$ cat config.mk
export PLATFORM = sky130hd
export DESIGN_NAME = uart_receiver
export DESIGN_NICKNAME = d
export VERILOG_FILES = /design/src/rtl/uart_receiver.sv
export SDC_FILE = /design/constraint.sdc
export NUM_CORES = 1
export LEC_CHECK = 0
export CAP_MARGIN = 0
export CORE_MARGIN = 10
export CORE_UTILIZATION = 34
export CTS_CLUSTER_SIZE = 24
export DETAILED_ROUTE_END_ITERATION = 12
export PLACE_DENSITY = 0.64
export SKIP_CTS_REPAIR_TIMING = 1
export SLEW_MARGIN = 20
export SYNTH_ARGS = -nofsm -noshare
export SYNTH_HDL_FRONTEND = slang
export SYNTH_SLANG_ARGS = --single-unit
$ cat constraint.sdc
create_clock -name clk -period 3 [get_ports clk]
set_input_delay 0.75 -clock clk [delete_from_list [all_inputs] [get_ports clk]]
set_output_delay 0.75 -clock clk [all_outputs]
set_load 0.02 [all_outputs]
$ cat src/rtl/uart_receiver.sv
// UART receiver: 16x-oversampled start/data/stop framing into a one-word
// holding register with read handshake, framing-error and sticky overrun flags.
module uart_receiver #(
  parameter int DBIT    = 8,
  parameter int SB_TICK = 16
) (
  input  logic            clk,
  input  logic            reset_n,
  input  logic            rx,
  input  logic            s_tick,
  input  logic            rd_uart,
  output logic [DBIT-1:0] rx_dout,
  output logic            rx_valid,
  output logic            rx_done_tick,
  output logic            frame_err,
  output logic            overrun_err
);

  localparam int SW = ($clog2(SB_TICK) > 4) ? $clog2(SB_TICK) : 4;
  localparam int NW = $clog2(DBIT);

  localparam logic [SW-1:0] S_MID  = SW'(7);
  localparam logic [SW-1:0] S_BIT  = SW'(15);
  localparam logic [SW-1:0] S_STOP = SW'(SB_TICK - 1);
  localparam logic [NW-1:0] N_LAST = NW'(DBIT - 1);

  typedef enum logic [1:0] {
    IDLE,
    START,
    DATA,
    STOP
  } state_t;

  state_t          state;
  logic [SW-1:0]   s;
  logic [NW-1:0]   n;
  logic [DBIT-1:0] b;
  logic            rx_meta;
  logic            rx_s;
  logic            frame_end;

  // Synchroniser resets to the idle line level so reset release never
  // looks like a start bit.
  // NOTE: sequential state uses non-blocking assignments so every flop
  // samples pre-edge values, independent of statement order.
  always_ff @(posedge clk or negedge reset_n) begin
    if (!reset_n) begin
      rx_meta <= 1'b1;
      rx_s    <= 1'b1;
    end else begin
      rx_meta <= rx;
      rx_s    <= rx_meta;
    end
  end

  always_ff @(posedge clk or negedge reset_n) begin
    if (!reset_n) begin
      state <= IDLE;
      s     <= '0;
      n     <= '0;
      b     <= '0;
    end else begin
      case (state)
        IDLE: begin
          if (!rx_s) begin
            s     <= '0;
            state <= START;
          end
        end
        START: begin
          if (s_tick) begin
            if (s == S_MID) begin
              // A line that is high again at mid start bit was only a glitch.
              if (!rx_s) begin
                s     <= '0;
                n     <= '0;
                state <= DATA;
              end else begin
                state <= IDLE;
              end
            end else begin
              s <= s + 1'b1;
            end
          end
        end
        DATA: begin
          if (s_tick) begin
            if (s == S_BIT) begin
              s <= '0;
              b <= {rx_s, b[DBIT-1:1]};
              if (n == N_LAST) begin
                state <= STOP;
              end else begin
                n <= n + 1'b1;
              end
            end else begin
              s <= s + 1'b1;
            end
          end
        end
        STOP: begin
          if (s_tick) begin
            if (s == S_STOP) begin
              state <= IDLE;
            end else begin
              s <= s + 1'b1;
            end
          end
        end
        default: state <= IDLE;
      endcase
    end
  end

  assign frame_end = (state == STOP) && s_tick && (s == S_STOP);

  // A read arriving with a new word hands the consumer the old one, so the
  // incoming word is not counted as an overrun.
  always_ff @(posedge clk or negedge reset_n) begin
    if (!reset_n) begin
      rx_dout      <= '0;
      rx_valid     <= 1'b0;
      rx_done_tick <= 1'b0;
      frame_err    <= 1'b0;
      overrun_err  <= 1'b0;
    end else begin
      rx_done_tick <= frame_end;
      if (frame_end) begin
        rx_dout   <= b;
        rx_valid  <= 1'b1;
        frame_err <= ~rx_s;
        if (rd_uart) begin
          overrun_err <= 1'b0;
        end else if (rx_valid) begin
          overrun_err <= 1'b1;
        end
      end else if (rd_uart && rx_valid) begin
        rx_valid    <= 1'b0;
        overrun_err <= 1'b0;
      end
    end
  end

endmodule
# Word level (Yosys, flattened, before mapping)
# Cells that the tools add are included.
# op_classes
n_addsub	2
n_eq_ne	18
mux	30
bitwise_logic	1
n_reduce_logical	11
# ops
operator	n
4-bit 2-to-1 mux	7
2-bit inequality test (second input constant)	11
2-bit 2-to-1 mux	9
3-bit 2-to-1 mux	6
4-bit case mux with 4 select lines	1
2-bit case mux with 4 select lines	1
8-bit AND reduction	1
7-bit AND reduction	1
3-bit case mux with 2 select lines	1
1-bit 2-to-1 mux	5
4-bit by 1-bit adder with 4-bit output (second input constant)	1
2-bit equality test (second input constant)	2
4-bit by 3-bit equality test with 1-bit output (second input constant)	1
4-bit equality test (second input constant)	1
4-bit AND reduction	1
2-bit nonzero test	2
3-bit by 1-bit adder with 3-bit output (second input constant)	1
3-bit equality test (second input constant)	1
1-bit logical AND	3
3-bit inequality test (second input constant)	1
3-bit AND reduction	1
2-bit by 1-bit equality test with 1-bit output (second input constant)	1
2-bit logical NOT	1
2-bit AND reduction	1
1-bit NOT	1
# totals
regBits	31
inputBits	5
word_cells	73

# Longest topological paths before layout
# Gate-level depths: netlist of run 1.
# logic_depth
depth_word	5
mapped_depth	8
depth_no_buf	6

# Worst setup path before layout of run 1
# Ideal clock, no wire load.
# synth_path
path_type	input-to-reg
from	input port s_tick
to	register b[0]
arrival_ns	1.551
required_ns	2.875
slack_ns	1.324
path_stages	3
cell_sequence	nand4_1 nor3_4 mux2_2
# synth_via
elab_chain_len	1
# synth_lines
item	line_no	source
from (decl)	10	input logic s_tick,
3-bit AND reduction (no source line)	n/a	
to (signal assigned)	90	b <= {rx_s, b[DBIT-1:1]};
to (decl)	37	logic [DBIT-1:0] b;
# No other way between the ends.
# A chain may end at the register's enable or synchronous reset.

# Final worst setup path of run 1
# layout_path
from	input port s_tick
to	register b[2]
# The elaborated chain is that of the path after synthesis.

==> results of run 1 <==
[how the worst max path moves through the flow]
stage                       endpoint    from
finish              b[2]$_DFFE_PN0P_  s_tick
global route        b[7]$_DFFE_PN0P_  s_tick
CTS                 b[2]$_DFFE_PN0P_  s_tick
detailed placement  b[2]$_DFFE_PN0P_  s_tick
global placement    b[0]$_DFFE_PN0P_  s_tick
floorplan           b[0]$_DFFE_PN0P_  s_tick
[state kept, by name, indices dropped and copies added, names as in the netlist, named ones only]
name          count
rx_meta           1
rx_dout           8
overrun_err       1
state             1
n                 3
rx_done_tick      1
rx_s              1
frame_err         1
s                 4
rx_valid          1
b                 8
[placed cells by master, fill, tap and decap left out, drive strengths merged]
cell	n
a211o	1
a21o	1
a21oi	4
a221o	1
a22o	3
a31o	1
and2	1
and4	1
and4bb	2
buf	2
clkbuf	7
clkdlybuf4s50	16
clkinv	1
dfrtp	29
dfstp	2
ha	3
inv	5
mux2	10
mux2i	1
nand2	29
nand3	4
nand4	2
nor2	4
nor2b	1
nor3	3
o211ai	1
o21ai	3
o221ai	1
o22ai	2
o2bb2ai	1
o31a	1
or3b	1
[critical path: cells and delay by family]
family	cells	cell delay, ns
buf+inv	1	0.60
mux	1	0.38
simple gates	2	0.59
[per-layer routing]
metal | routed length [µm] | global-route usage (%)
met3 | 206 | 4.88
met1 | 1150 | 9.47
met5 | 0 | 0
met2 | 1460 | 14.7
met4 | 20 | 3.20
[stage by stage]
step                area (µm²)  util (%)  power, mW
global placement          1580      39.6      0.686
floorplan                 1400         -      0.680
CTS                       1660      41.6       1.02
global route              1660      41.6       1.08
finish                    1660      41.6       1.01
detailed placement        1580      39.6      0.713
[layout make-up]
class                           instances  area [µm²]
Sequential cell                        31         778
Multi-Input combinational cell         82         548
Timing Repair Buffer                   18         175
Clock inverter                          1        5.00
Clock buffer                            7        76.3
Fill cell                             379        2340
Inverter                                5        18.8
Tap cell                               50        62.6
[power groups by stage]
stage                     logic (mW)  clock network (mW)  registers (mW)
after detailed placement       0.162                   0           0.551
after floorplan                0.173                   0           0.507
after global routing           0.184               0.343           0.554
final                          0.161               0.303           0.544
after global placement         0.145                   0           0.542
after CTS                      0.163               0.318           0.543
[logic make-up (layout without fill, tap and decap cells)]
group                      Yosys count  count (layout)  synth area share (%)
muxes                               11              11                  8.77
adders and majority gates            3               3                  2.69
DFF                                 31              31                  55.7
and+or+nand+nor                     48              48                  17.2
AOI/OAI and AO/OA                   20              20                  10.6
buffers and inverters               12              31                  5.10
==> flow_metrics.py, run 1 <==
metrics = {
    "power": {
        "pwr-share-comb_pct": 16.0,
        "switchingPower_uw": 287,
        "ir_drop_mv": 0.277,
        "power_density_nw_per_um2": 606,
        "pwr-share-seq_pct": 54.0,
        "power_frac_clock_pct": 30.0,
        "p_leak_nw": 0.783,
        "p_int_uw": 721,
        "p_sw_share_pct": 28.5,
    },
    "route": {
        "drt_wl_total_mm": 2.83,
        "vias": 995,
        "drtPass1Iterations": 4,
        "vias_per_cell": 5.13,
        "post-route-drc-count": 0,
        "drt_iter0_drc": 59,
        "ant_nets": 0,
        "wl_per_cell_um": 14.6,
    },
    "sta": {
        "fin_skew_ns": 0.00140,
        "slew_headroom_pct": 71.3,
        "fmax_mhz": 461,
        "rsz0062_at_grt": "false",
        "fin_crit_ns": 2.17,
        "tightestPinTransition_ns": 0.430,
        "holdWs_ns": 0.356,
        "setup_tns_ns": 0,
        "drv_slew": 0,
        "setup_viol": 0,
        "hold_viol": 0,
        "setup_ws_ns": 0.830,
        "period_share_pct": 72.3,
    },
    "die": {
        "start_util_pct": 34.9,
        "rows": 23,
        "fp.dieH_um": 84.1,
        "io_pins": 17,
        "core_um2": 4000,
        "die_area_um2": 7080,
        "die_w_um": 84.1,
    },
    "status": {
        "status": "finished clean",
    },
    "min_path": {
        "min_from": "rx_meta$_DFF_PN1_",
        "hold_class": "reg2reg",
        "hold_depth": 0,
        "min_to": "rx_s$_DFF_PN1_",
    },
    "global_routing": {
        "grt_pass1_wl_mm": 5.29,
        "track_usage_pct": 8.96,
        "grt_pass1_vias": 1155,
        "grt_max_degree": 32,
        "antenna_found_initial": 0,
        "grt_overflow": 0,
    },
    "clock_network": {
        "h-tree-depth": 2,
        "cts.sinks": 31,
        "clockBufferDepth": 2,
        "worstSkewPairLatency_ns": 0.27,
        "clock-root-buffer": "clkbuf_8",
        "cts_made_buffers": 5,
        "cts_tree": "built",
        "clk_pin_slew_ns": 0.06,
    },
    "logic_synthesis": {
        "synth_largest_area_cell": "dfrtp_1",
        "ys_ff_latch": 31,
        "synth_edf_count": 0,
        "synth_cells": 125,
        "synth_area_leaders": "dfrtp_1 52%, mux2_2 8.1%, nand2_1 7.8%",
        "synth_fp_nets": 133,
        "synth_common_cells": "29 x dfrtp_1, 29 x nand2_1, 10 x mux2_2, 5 x inv_1",
        "yosys_most_used_dff": "dfrtp_1",
        "syn-cell-area_um2": 1400,
        "ys_types": 34,
        "yosys_warnings": 0,
        "syn_avg_cell_area_um2": 11.2,
        "yosysTopAreaCellShare_pct": 51.9,
        "ys_async_sr_fraction_pct": 100,
        "yosysSeqAreaShare_pct": 55.7,
    },
    "finish": {
        "drive_gt1_share_pct": 18.1,
        "n_antenna_cell": 0,
        "area_growth_pct": 19.1,
        "final_cells": 194,
        "fin_nets": 151,
    },
    "critical_path": {
        "worstPathRequired_ns": 3.16,
        "cp_max_fo": 8,
        "timing.rr.end": "b[2]$_DFFE_PN0P_",
        "critPathKind": "in2reg",
        "end_kind": "register",
        "rr_worst_depth": 4,
        "cpPeakStageDelay_ns": 0.60,
        "slowest_stage": "clkdlybuf4s50_1",
        "arrival_ns": 2.33,
        "startpoint_type": "input pin",
        "r2r_slack_ns": 1.18,
        "path_cells": "clkdlybuf4s50_1 > nand4_1 > nor3_4 > mux2_2",
        "rr_startpoint": "s[0]$_DFFE_PN0P_",
    },
    "placed_design": {
        "dp_hpwl_mm": 2.03,
        "gp_congestion": 0.784,
        "numPortBuffers": 16,
        "post-place-ws_ns": 0.531,
        "dp_cells": 186,
    },
    "flow_run": {
        "cap_violations": 0,
    },
}
No activity file was read; power rests on OpenSTA's default activity.
==> run 2: changes to the inputs <==
==> constraint.sdc (replaced) <==
create_clock -name clk -period 2.3 [get_ports clk]
set_input_delay 0.575 -clock clk [delete_from_list [all_inputs] [get_ports clk]]
set_output_delay 0.575 -clock clk [all_outputs]
set_load 0.02 [all_outputs]
==> run 2 against run 1 <==
Effect of this change: sequential share of layout area fell by 0.38 points; critical path depth is the same; hold slack improved by 0.0018 ns; wire length fell by 4.9%; total power up 32%; critical path type unchanged; final area grew 0.83%; utilization up 0.34 points; first-iteration DRC count increased by 66%; non-clock buffer count up 1; register-to-register slack lost 0.72 ns.
==> flow_metrics.py, run 2 (synthesis results as in run 1) <==
metrics = {
    "clock_network": {
        "cts_tree": "built",
        "clk_pin_slew_ns": 0.06,
        "cts_made_buffers": 5,
        "clock-root-buffer": "clkbuf_8",
        "h-tree-depth": 2,
        "worstSkewPairLatency_ns": 0.28,
        "cts.sinks": 31,
        "clockBufferDepth": 2,
    },
    "route": {
        "drt_wl_total_mm": 2.69,
        "ant_nets": 0,
        "vias_per_cell": 4.86,
        "vias": 943,
        "drt_iter0_drc": 98,
        "drtPass1Iterations": 4,
        "wl_per_cell_um": 13.9,
        "post-route-drc-count": 0,
    },
    "critical_path": {
        "slowest_stage": "clkdlybuf4s50_1",
        "cpPeakStageDelay_ns": 0.57,
        "path_cells": "clkdlybuf4s50_1 > nand4_1 > nor3_4 > mux2_2",
        "rr_worst_depth": 4,
        "critPathTopFamily": "simple AND/OR/NAND/NOR gates",
        "path_depth": 4,
        "critPathBufInv": 1,
        "end_kind": "register",
        "worstPathRequired_ns": 2.46,
        "critPathKind": "in2reg",
        "arrival_ns": 2.12,
        "startpoint_type": "input pin",
        "cp_max_fo": 8,
    },
    "finish": {
        "fin_area_um2": 1680,
        "fill_cells": 388,
        "top_regs": "b x8, rx_dout x8, s x4",
        "multiInputGateArea_um2": 548,
        "drive_gt1_share_pct": 19.4,
        "area_growth_pct": 20.1,
        "n_antenna_cell": 0,
        "final_cell_mix": "29 x nand2_1, 29 x dfrtp_1, 16 x clkdlybuf4s50_1",
        "fin_nets": 152,
        "final_cells": 194,
        "seq_area_um2": 778,
    },
    "power": {
        "switchingPower_uw": 372,
        "power_density_nw_per_um2": 796,
        "pwr-share-seq_pct": 53.1,
        "p_int_uw": 963,
        "power_frac_clock_pct": 31.6,
        "pwr-share-comb_pct": 15.3,
        "ir_drop_mv": 0.369,
        "p_sw_share_pct": 27.9,
        "p_leak_nw": 0.793,
    },
    "global_routing": {
        "antenna_found_initial": 0,
        "grt_overflow": 0,
        "grt_max_degree": 32,
        "track_usage_pct": 8.25,
        "grt_pass1_vias": 1006,
        "grt_pass1_wl_mm": 4.79,
    },
    "die": {
        "fp.dieH_um": 84.1,
        "die_area_um2": 7080,
        "core_um2": 4000,
        "io_pins": 17,
        "die_w_um": 84.1,
        "rows": 23,
        "start_util_pct": 34.9,
    },
    "placed_design": {
        "dp_hpwl_mm": 1.90,
        "post-place-ws_ns": 0.0719,
        "gp_congestion": 0.797,
        "dp_cells": 187,
        "placed_area_um2": 1590,
        "numPortBuffers": 16,
    },
    "sta": {
        "fin_crit_ns": 1.96,
        "period_share_pct": 85.2,
        "slew_headroom_pct": 71.3,
        "setup_viol": 0,
        "fin_skew_ns": 0.00252,
        "fmax_mhz": 510,
        "holdWs_ns": 0.357,
        "setup_ws_ns": 0.341,
        "setup_tns_ns": 0,
        "tightestPinTransition_ns": 0.430,
        "hold_viol": 0,
        "rsz0062_at_grt": "false",
        "drv_slew": 0,
    },
    "flow_run": {
        "cap_violations": 0,
    },
    "min_path": {
        "hold_depth": 0,
        "hold_class": "reg2reg",
    },
    "status": {
        "status": "finished clean",
    },
}
run 2: cell types whose count changed in the layout (fill, tap and decap cells not counted):
cell / previous run / this run
buf_4: 2 / 3
clkbuf_8: 5 / 6
clkbuf_1: 2 / 0
run 2: per-layer routing:
layer  vias up  GRT usage (%)  wire length [µm]
met3         7           4.20               148
met5         -              0                 0
met2        14           12.4              1270
met1       451           9.59              1230
met4         0           3.65                49
li1        471              -                 -
run 2: path summary, 6_finish.rpt:
kind	startpoint	to	slack (ns)
hold reg to reg	rx_meta$_DFF_PN1_	rx_s$_DFF_PN1_	0.36
setup / recovery	s_tick	b[6]$_DFFE_PN0P_	0.34
max in group asynchronous	reset_n	rx_s$_DFF_PN1_	1.30
hold / removal	rx_meta$_DFF_PN1_	rx_s$_DFF_PN1_	0.36
setup reg to reg	s[0]$_DFFE_PN0P_	b[6]$_DFFE_PN0P_	0.46
min in group asynchronous	reset_n	s[2]$_DFFE_PN0P_	0.69
run 2: layout make-up:
type / instances / area share [%]
well taps: 50 / 3.73
repair buffers: 19 / 10.9
flip-flops and latches: 31 / 46.4
clock buffers: 6 / 4.92
clock inverters: 1 / 0.298
inverters: 5 / 1.12
multi-input cells: 82 / 32.7
run 2: worst register-to-register path: cells and delay by family (launching register included):
kind / cells / cell delay (ns)
DFF: 1 / 0.38
muxes: 1 / 0.39
and+or+nand+nor: 2 / 0.61
adders and majority gates: 1 / 0.34
run 2: through the flow:
stage	util [%]	power, mW
after floorplan	-	0.887
after global placement	39.8	0.899
after detailed placement	39.8	0.925
after CTS	41.9	1.36
after global routing	41.9	1.43
final	41.9	1.34
run 2: power groups by stage:
stage                     clock network [mW]  logic, mW  registers (mW)
after floorplan                            0      0.226           0.661
after global placement                     0      0.191           0.708
after detailed placement                   0      0.207           0.718
after CTS                              0.443      0.208           0.709
after global routing                   0.474      0.236           0.724
final                                  0.422      0.204           0.710
